File: config.mk
export PLATFORM = sky130hd
export DESIGN_NAME = stdin_uart_rx
export DESIGN_NICKNAME = d
export VERILOG_FILES = /design/src/rtl/stdin_uart_rx.sv
export SDC_FILE = /design/constraint.sdc
export NUM_CORES = 1
export LEC_CHECK = 0
export ABC_AREA = 1
export BUFFER_PORTS_ARGS = -buffer_cell sky130_fd_sc_hd__buf_4
export CORE_UTILIZATION = 40
export DETAILED_ROUTE_END_ITERATION = 12
export GPL_ROUTABILITY_DRIVEN = 0
export MAX_ROUTING_LAYER = met4
export PLACE_DENSITY = 0.51
export SKIP_CTS_REPAIR_TIMING = 1
export SYNTH_ARGS = -nofsm -noshare
export SYNTH_HDL_FRONTEND = slang
export SYNTH_SLANG_ARGS = --single-unit
File: constraint.sdc
create_clock -name clk -period 3.9 [get_ports clk]
set_input_delay 0 -clock clk [delete_from_list [all_inputs] [get_ports clk]]
set_output_delay 0 -clock clk [all_outputs]
set_load 0.1 [all_outputs]
File: src/rtl/stdin_uart_rx.sv
// 8N1 UART receiver feeding a show-ahead byte FIFO for the CPU stdin port.
// Framing errors and overruns are reported on sticky flags cleared by err_clear.
module stdin_uart_rx #(
  parameter int BAUD      = 104,
  parameter int DEPTH     = 16,
  parameter int CNT_WIDTH = 5
) (
  input  logic                 clk,
  input  logic                 rstn,
  input  logic                 rx,
  output logic [7:0]           stdin_data,
  output logic                 stdin_valid,
  input  logic                 stdin_ready,
  output logic [CNT_WIDTH-1:0] level,
  output logic                 framing_err,
  output logic                 overrun,
  input  logic                 err_clear,
  output logic [2:0]           rx_state
);
  localparam int AW = $clog2(DEPTH);
  localparam int TW = $clog2(BAUD);

  typedef enum logic [2:0] {
    IDLE  = 3'd0,
    START = 3'd1,
    DATA  = 3'd2,
    STOP  = 3'd3,
    BREAK = 3'd4
  } state_t;

  state_t          state;
  logic [TW-1:0]   timer;
  logic [2:0]      bit_idx;
  logic [7:0]      shreg;
  logic            rx_meta, rxs;
  logic [AW:0]     wr_ptr, rd_ptr, wr_n, rd_n;
  logic [7:0]      mem [DEPTH];
  logic            tick, byte_done, full, push, pop;

  assign rx_state  = state;
  assign tick      = (timer == '0);
  assign byte_done = (state == STOP) && tick && rxs;

  always_ff @(posedge clk or negedge rstn) begin
    if (!rstn) begin
      rx_meta <= 1'b1;
      rxs     <= 1'b1;
    end else begin
      rx_meta <= rx;
      rxs     <= rx_meta;
    end
  end

  // Bit timer starts at half a bit so every later sample lands mid-bit.
  always_ff @(posedge clk or negedge rstn) begin
    if (!rstn) begin
      state       <= IDLE;
      timer       <= '0;
      bit_idx     <= '0;
      shreg       <= '0;
      framing_err <= 1'b0;
    end else begin
      if ((state == STOP) && tick && !rxs) framing_err <= 1'b1;
      else if (err_clear)                  framing_err <= 1'b0;
      case (state)
        IDLE: begin
          if (!rxs) begin
            timer <= TW'(BAUD / 2 - 1);
            state <= START;
          end
        end
        START: begin
          if (tick) begin
            if (!rxs) begin
              timer   <= TW'(BAUD - 1);
              bit_idx <= '0;
              state   <= DATA;
            end else begin
              state <= IDLE;
            end
          end else begin
            timer <= timer - 1'b1;
          end
        end
        DATA: begin
          if (tick) begin
            shreg[bit_idx] <= rxs;
            timer          <= TW'(BAUD - 1);
            if (bit_idx == 3'd7) state <= STOP;
            else                 bit_idx <= bit_idx + 3'd1;
          end else begin
            timer <= timer - 1'b1;
          end
        end
        STOP: begin
          if (tick) state <= rxs ? IDLE : BREAK;
          else      timer <= timer - 1'b1;
        end
        BREAK: begin
          if (rxs) state <= IDLE;
        end
        default: state <= IDLE;
      endcase
    end
  end

  // Handshake: the head byte transfers on any edge where stdin_valid && stdin_ready;
  // stdin_valid never depends on stdin_ready, and ready while empty does nothing.
  assign full        = (wr_ptr[AW] != rd_ptr[AW]) && (wr_ptr[AW-1:0] == rd_ptr[AW-1:0]);
  assign stdin_valid = (wr_ptr != rd_ptr);
  assign pop         = stdin_valid && stdin_ready;
  assign push        = byte_done && (!full || pop);
  assign wr_n        = wr_ptr + {{AW{1'b0}}, push};
  assign rd_n        = rd_ptr + {{AW{1'b0}}, pop};
  assign stdin_data  = mem[rd_ptr[AW-1:0]];

  always_ff @(posedge clk or negedge rstn) begin
    if (!rstn) begin
      wr_ptr  <= '0;
      rd_ptr  <= '0;
      level   <= '0;
      overrun <= 1'b0;
      for (int i = 0; i < DEPTH; i++) mem[i] <= '0;
    end else begin
      if (push) mem[wr_ptr[AW-1:0]] <= shreg;
      wr_ptr <= wr_n;
      rd_ptr <= rd_n;
      level  <= CNT_WIDTH'(wr_n - rd_n);
      if (byte_done && full && !pop) overrun <= 1'b1;
      else if (err_clear)            overrun <= 1'b0;
    end
  end
endmodule
==> summary.md, run 1 <==
| Metric | Value |
|---|---|
| Register area | `4210 um2` |
| Mapped Avg Cell Area | `7.83 um2` |
| Fraction of registers with async set/reset | `1.00` |
| Crit. Startpoint | `rd_ptr[3]` |
| Initial core utilization | `0.414` |
| Area growth, synth to finish | `8.64%` |
| Pwr dens | `629 nW/um2` |
| All-Layer GR Usage | `0.251` |
| Antenna Violating Nets Remaining | `0` |
| Total core area | `21,300 um2` |
| Clk_skew | `0.00946 ns` |
| Final instance area | `9580 um2` |
| Die height | `150 um` |
| Vias in the first global route | `7,294` |
| Multi-input gate area | `3960 um2` |
| Clock latency on the worst-skew pair | `0.43 ns` |
| # setup viols final | `0` |
| IO Count | `24` |
| R2R Path Start | `rd_ptr[3]` |
| Pre-antenna DRT Iters | `5` |
| Mapped Nets | `1,144` |
| DIE WIDTH | `150 um` |
| Fin. Hold Viols | `0` |
| H-tree depth | `4` |
| Final period util | `0.750` |
| Fmax | `0.342 GHz` |
| Net count reported at finish | `1,127` |
| PnR worst setup slack | `0.976 ns` |
| Worst reg2reg path depth | `17` |
| Req. time, crit path | `4.23 ns` |
| Routed wire length | `26,100 um` |
| Max-cap viol count | `0` |
| Register area share after synthesis | `0.477` |
| Ant diodes | `0` |
| CP endpoint | `level[4]` |
| Most common cell in the netlist | `nand2_1` |
| Post-synth EDFFs | `0` |
| Via count | `7,679` |
| Reg-to-reg endpoint | `level[4]` |
| Top cell type's share of synthesized area | `0.471` |
| Worst endpoint data arrival time | `3.25 ns` |
| Worst Path Max Fanout | `10` |
| CTS max path bufs | `2` |
| Worst vdd ir | `0.000652 V` |
| FILL cells | `2,167` |
| Slew Limit Fails | `0` |
| CTS buffer count | `17` |
| Largest net degree at the start of global routing | `146` |
| Fin Setup TNS | `0 ns` |
| Relative slew slack | `0.155` |
| Pre-CTS WS | `0.902 ns` |
| Yosys warnings | `0` |
| Top post-synthesis cells by area | `dfrtp_1 (47%), nand2_1 (18%), nand4_1 (9.3%)` |
| Clock sinks | `168` |
| Clock transition at the register clock pins on the worst setup and hold paths after CTS | `0.07 ns` |
| Wirelength per Cell | `18.7 um` |
| List of most frequent post-synthesis cells | `nand2_1 (423), dfrtp_1 (166), nand4_1 (131)` |
| DRC | `0` |
| Synth area leader | `dfrtp_1` |
| CTS tree | `built` |
| Distinct cells, synth | `34` |
| Dpl hpwl | `15,900 um` |
| RSZ-0062 raised after global routing | `no` |
| Min-Delay Path Class | `in2async` |
| Synth Flop Type | `dfrtp_1` |
| Status | `finished clean` |
| First-pass GRT wire length | `41,900 um` |
| IO Port Bufs | `23` |
| Cell Area, Placed | `8990 um2` |
| Drt initial violations | `632` |
| Total gr overflow | `0` |
| Num rows | `53` |
| Total Power | `0.00603 W` |
| Endpoint class of the critical path | `flop` |
| Tmin final | `2.92 ns` |
| Kind of critical path | `reg2reg` |
| Least-Margin Pin Slew | `1.26 ns` |
| Total die area | `22,600 um2` |
| DR vias/cell | `5.50` |
| Critical Path Source Type | `flop` |
| Flops & latches, synth | `168` |
| Layout cells sized above 1 | `0.0766` |
| Initial antenna violation count | `0` |
| Gate Count Post-Synth | `1,126` |
| CTS Root Cell | `clkbuf_16` |
| FF-to-FF setup slack | `0.98 ns` |
| Leakage dissipation | `4.86 nW` |
| Mapped Area | `8820 um2` |
[critical path, cell delays in order, from the launching register on]
cell and delay (ns):
dfrtp_1 0.51, xor2_1 0.22, nor2_1 0.22, nand3_1 0.14
nand2_1 0.08, inv_1 0.04, ha_1 0.20, ha_1 0.21
xor2_1 0.21, inv_1 0.09, ha_1 0.31, nand2_1 0.05
o21ai_0 0.23, inv_1 0.07, nand2_1 0.08, nand3_1 0.06
nand2_1 0.06, inv_1 0.03
[final cells by class]
| type | instances | area share |
|---|---|---|
| clock buffer | 25 | 0.0507 |
| clock inverter | 7 | 0.00718 |
| inverter | 50 | 0.0199 |
| multi-input combinational | 836 | 0.414 |
| sequential | 168 | 0.439 |
| tap | 275 | 0.0359 |
| timing repair buffer | 36 | 0.0336 |
[stage by stage]
step	utilization	cells	hold slack, ns
2_1_floorplan	-	1126	-0.296
3_3_place_gp	0.422	1361	0.109
3_5_place_dp	0.422	1361	0.110
4_1_cts	0.448	1393	-0.346
5_1_grt	0.450	1397	0.232
6_report	0.450	1397	0.173
[registers in the layout, summed over array words and instances (netlist names)]
register and cells:
overrun 1, timer 7, bit_idx 3, rxs 1
mem 128, rx_state 3, level 5, wr_ptr 5
rd_ptr 5, rx_meta 1, framing_err 1, shreg 8
[layout by cell type (no fill, tap or decap), drive strengths merged, types with 12 or more instances in the layout]
master,Yosys,final
clkbuf,21,25
nand3,56,56
buf,51,32
nand2,424,424
ha,12,12
dfrtp,166,166
o21ai,67,67
nor2,83,83
inv,49,49
nand4,131,131
a21oi,28,28
[power by group]
group	internal [W]	switching, W	total, W
sequential	0.00180	0.0000553	0.00186
clock	0.000929	0.000701	0.00163
combinational	0.000571	0.00197	0.00254
[worst min-delay path by stage]
| stage | start | end | slack [ns] | cells past startpoint |
|---|---|---|---|---|
| 2_1_floorplan | rstn | bit_idx[0] | -0.30 | 0 |
| 3_3_place_gp | rx | rx_meta | 0.11 | 1 |
| 3_5_place_dp | rx | rx_meta | 0.11 | 1 |
| 4_1_cts | rstn | mem[74] | -0.35 | 1 |
| 5_1_grt | rx | rx_meta | 0.23 | 2 |
| 6_report | rstn | mem[74] | 0.17 | 2 |
[logic make-up after synthesis]
group | after synthesis | synth area share
and+or+nand+nor | 697 | 0.348
DFF | 168 | 0.477
buffers and inverters | 122 | 0.0752
AOI/OAI and AO/OA | 116 | 0.0701
adders and majority gates | 13 | 0.0193
xor gates and xnor gates | 10 | 0.00993
[routing by layer]
layer / wire length (um) / vias to the layer above / part of all wire / track usage
met1: 12400 / 3740 / 0.47 / 0.351
met2: 12300 / 173 / 0.47 / 0.386
met4: 331 / 0 / 0.013 / 0.0616
met5: 0 / - / 0 / -
li1: - / 3738 / - / -
met3: 1070 / 28 / 0.041 / 0.0339
No activity file was read; power rests on OpenSTA's default activity.
==> run 2, diff against run 1 <==
Clock period 3.9 ns to 3.1 ns, I/O delays scaled along.
==> run 2 against run 1 <==
  * Clock skew up 0.0019 ns
  * Sequential share of layout area down 1.4 points
  * Routed wire length up 1.3%
  * Via count up 0.89%
  * Sequential power up 24%
  * Die area unchanged
  * Final cell count up 2.6%
  * Global-route usage up 0.29 points
  * Clock power up 35%
  * Critical path depth down 8
  * Setup slack worse by 0.68 ns
  * Utilization up 1.5 points
  * Largest cell class unchanged
==> summary.md, run 2 (synthesized netlist as in run 1, its figures left out) <==
| Metric | Value |
|---|---|
| Clock latency on the worst-skew pair | `0.43 ns (about the same)` |
| First-pass GRT wire length | `42,200 um (+0.74%)` |
| Net count reported at finish | `1,163 (+3.2%)` |
| Relative slew slack | `0.325 (+0.170)` |
| Drt initial violations | `540 (-15%)` |
| Final period util | `0.904` |
| RSZ-0062 raised after global routing | `no` |
| Worst endpoint data arrival time | `2.80 ns (-0.45 ns)` |
| Max-cap viol count | `0 (unchanged)` |
| CTS tree | `built` |
| Pwr dens | `785 nW/um2 (+25%)` |
| Die height | `150 um (unchanged)` |
| Total gr overflow | `0 (unchanged)` |
| Least-Margin Pin Slew | `1.01 ns (-0.251 ns)` |
| Antenna Violating Nets Remaining | `0 (unchanged)` |
| Routed wire length | `26,400 um (+1.3%)` |
| # setup viols final | `0 (unchanged)` |
| Req. time, crit path | `3.10 ns (-1.13 ns)` |
| Clock transition at the register clock pins on the worst setup and hold paths after CTS | `0.07 ns (about the same)` |
| Top reg by flops | `mem` |
| CTS max path bufs | `2 (unchanged)` |
| Total die area | `22,600 um2 (unchanged)` |
| Status | `finished clean` |
| Layout cells sized above 1 | `0.113 (+0.0365)` |
| Largest regs | `mem x128, shreg x8, timer x7` |
| Fin. Hold Viols | `0 (unchanged)` |
| DR vias/cell | `5.41 (-1.6%)` |
| Worst Path Max Fanout | `64 (+54)` |
| Final instance area | `9910 um2 (+3.4%)` |
| Wirelength per Cell | `18.4 um (-1.2%)` |
| IO Count | `24 (unchanged)` |
| Ant diodes | `0 (unchanged)` |
| Min-Delay Path Class | `in2async` |
| Clk_skew | `0.0114 ns (+0.00191 ns)` |
| Pre-antenna DRT Iters | `5 (unchanged)` |
| Endpoint class of the critical path | `output port` |
| Slew Limit Fails | `0 (unchanged)` |
| CTS buffer count | `17 (unchanged)` |
| Num rows | `53 (unchanged)` |
| Most common cell after layout, fill and taps aside | `nand2_1` |
| IO Port Bufs | `23 (unchanged)` |
| Dpl hpwl | `16,200 um (+2.1%)` |
| Largest net degree at the start of global routing | `146 (unchanged)` |
| Worst vdd ir | `0.000944 V (+45%)` |
| Vias in the first global route | `7,405 (+1.5%)` |
| H-tree depth | `4 (unchanged)` |
| Initial antenna violation count | `0 (unchanged)` |
| Fmax | `0.357 GHz` |
| Max reg flops | `128 (unchanged)` |
| FILL cells | `2,150 (-0.78%)` |
| Kind of critical path | `reg2out` |
| DIE WIDTH | `150 um (unchanged)` |
| Via count | `7,747 (+0.89%)` |
| Cell Area, Placed | `9270 um2 (+3.1%)` |
| Critical Path Source Type | `flop` |
| Clock sinks | `168 (unchanged)` |
| Initial core utilization | `0.414 (unchanged)` |
| Total core area | `21,300 um2 (unchanged)` |
| Leakage dissipation | `5.04 nW (+3.8%)` |
| Area growth, synth to finish | `12.4%` |
| Fin Setup TNS | `0 ns (unchanged)` |
| Tmin final | `2.80 ns` |
| CTS Root Cell | `clkbuf_16` |
| All-Layer GR Usage | `0.254 (+0.00290)` |
| Most frequent cells in the layout | `nand2_1 (423), dfrtp_1 (162), nand4_1 (131)` |
| DRC | `0 (unchanged)` |
==> run 2: worst paths after layout <==
path	to	start	slack [ns]	depth (start not counted)
hold reg to reg	rxs	rx_meta	0.36	0
hold / removal	mem[119]	rstn	0.17	2
setup / recovery	stdin_data[0]	rd_ptr[0]	0.30	9
setup reg to reg	level[4]	timer[0]	0.30	20
min in group clk	rx_meta	rx	0.23	2
max in group asynchronous	rx_state[1]	rstn	2.05	3
==> run 2: per-stage QoR <==
step / instances / worst slack [ns] / util / hold slack (ns) / power [W]
4_1_cts: 1429 / 0.0188 / 0.463 / -0.370 / 0.00783
3_3_place_gp: 1397 / 0.248 / 0.435 / 0.104 / 0.00562
3_5_place_dp: 1397 / 0.206 / 0.435 / 0.0924 / 0.00561
5_1_grt: 1433 / 0.00341 / 0.465 / 0.220 / 0.00817
2_1_floorplan: 1126 / 0.0138 / - / -0.296 / 0.00475
6_report: 1433 / 0.297 / 0.465 / 0.172 / 0.00778
==> run 2: layout make-up <==
type,instances,area [um2],area share
well taps,275,344,0.0347
flip-flops and latches,168,4210,0.425
multi-input cells,836,3970,0.401
repair buffers,72,592,0.0597
inverters,50,190,0.0192
clock inverters,12,151,0.0153
clock buffers,20,447,0.0451
==> run 2: critical path, stage by stage, from the launching register on <==
cell and delay, ns:
dfrtp_2 0.43, inv_2 0.06, buf_4 0.54, nand2_1 0.13
nand3_1 0.14, nand2_1 0.08, a21oi_1 0.29, o21ai_0 0.24
nand2_1 0.13, buf_4 0.29
==> run 2: power by group <==
part           internal [W]  switching [W]
clock               0.00129       0.000917
combinational      0.000741        0.00252
sequential          0.00227      0.0000465
total               0.00430        0.00348
==> run 2: routing by layer <==
layer  GRT usage  share of wire  wire length (um)  vias up
met5           -              0                 0        -
met4      0.0586          0.010               264        0
met3      0.0464          0.041              1070       21
met2       0.400           0.48             12700      149
met1       0.341           0.47             12400     3764
li1            -              -                 -     3813
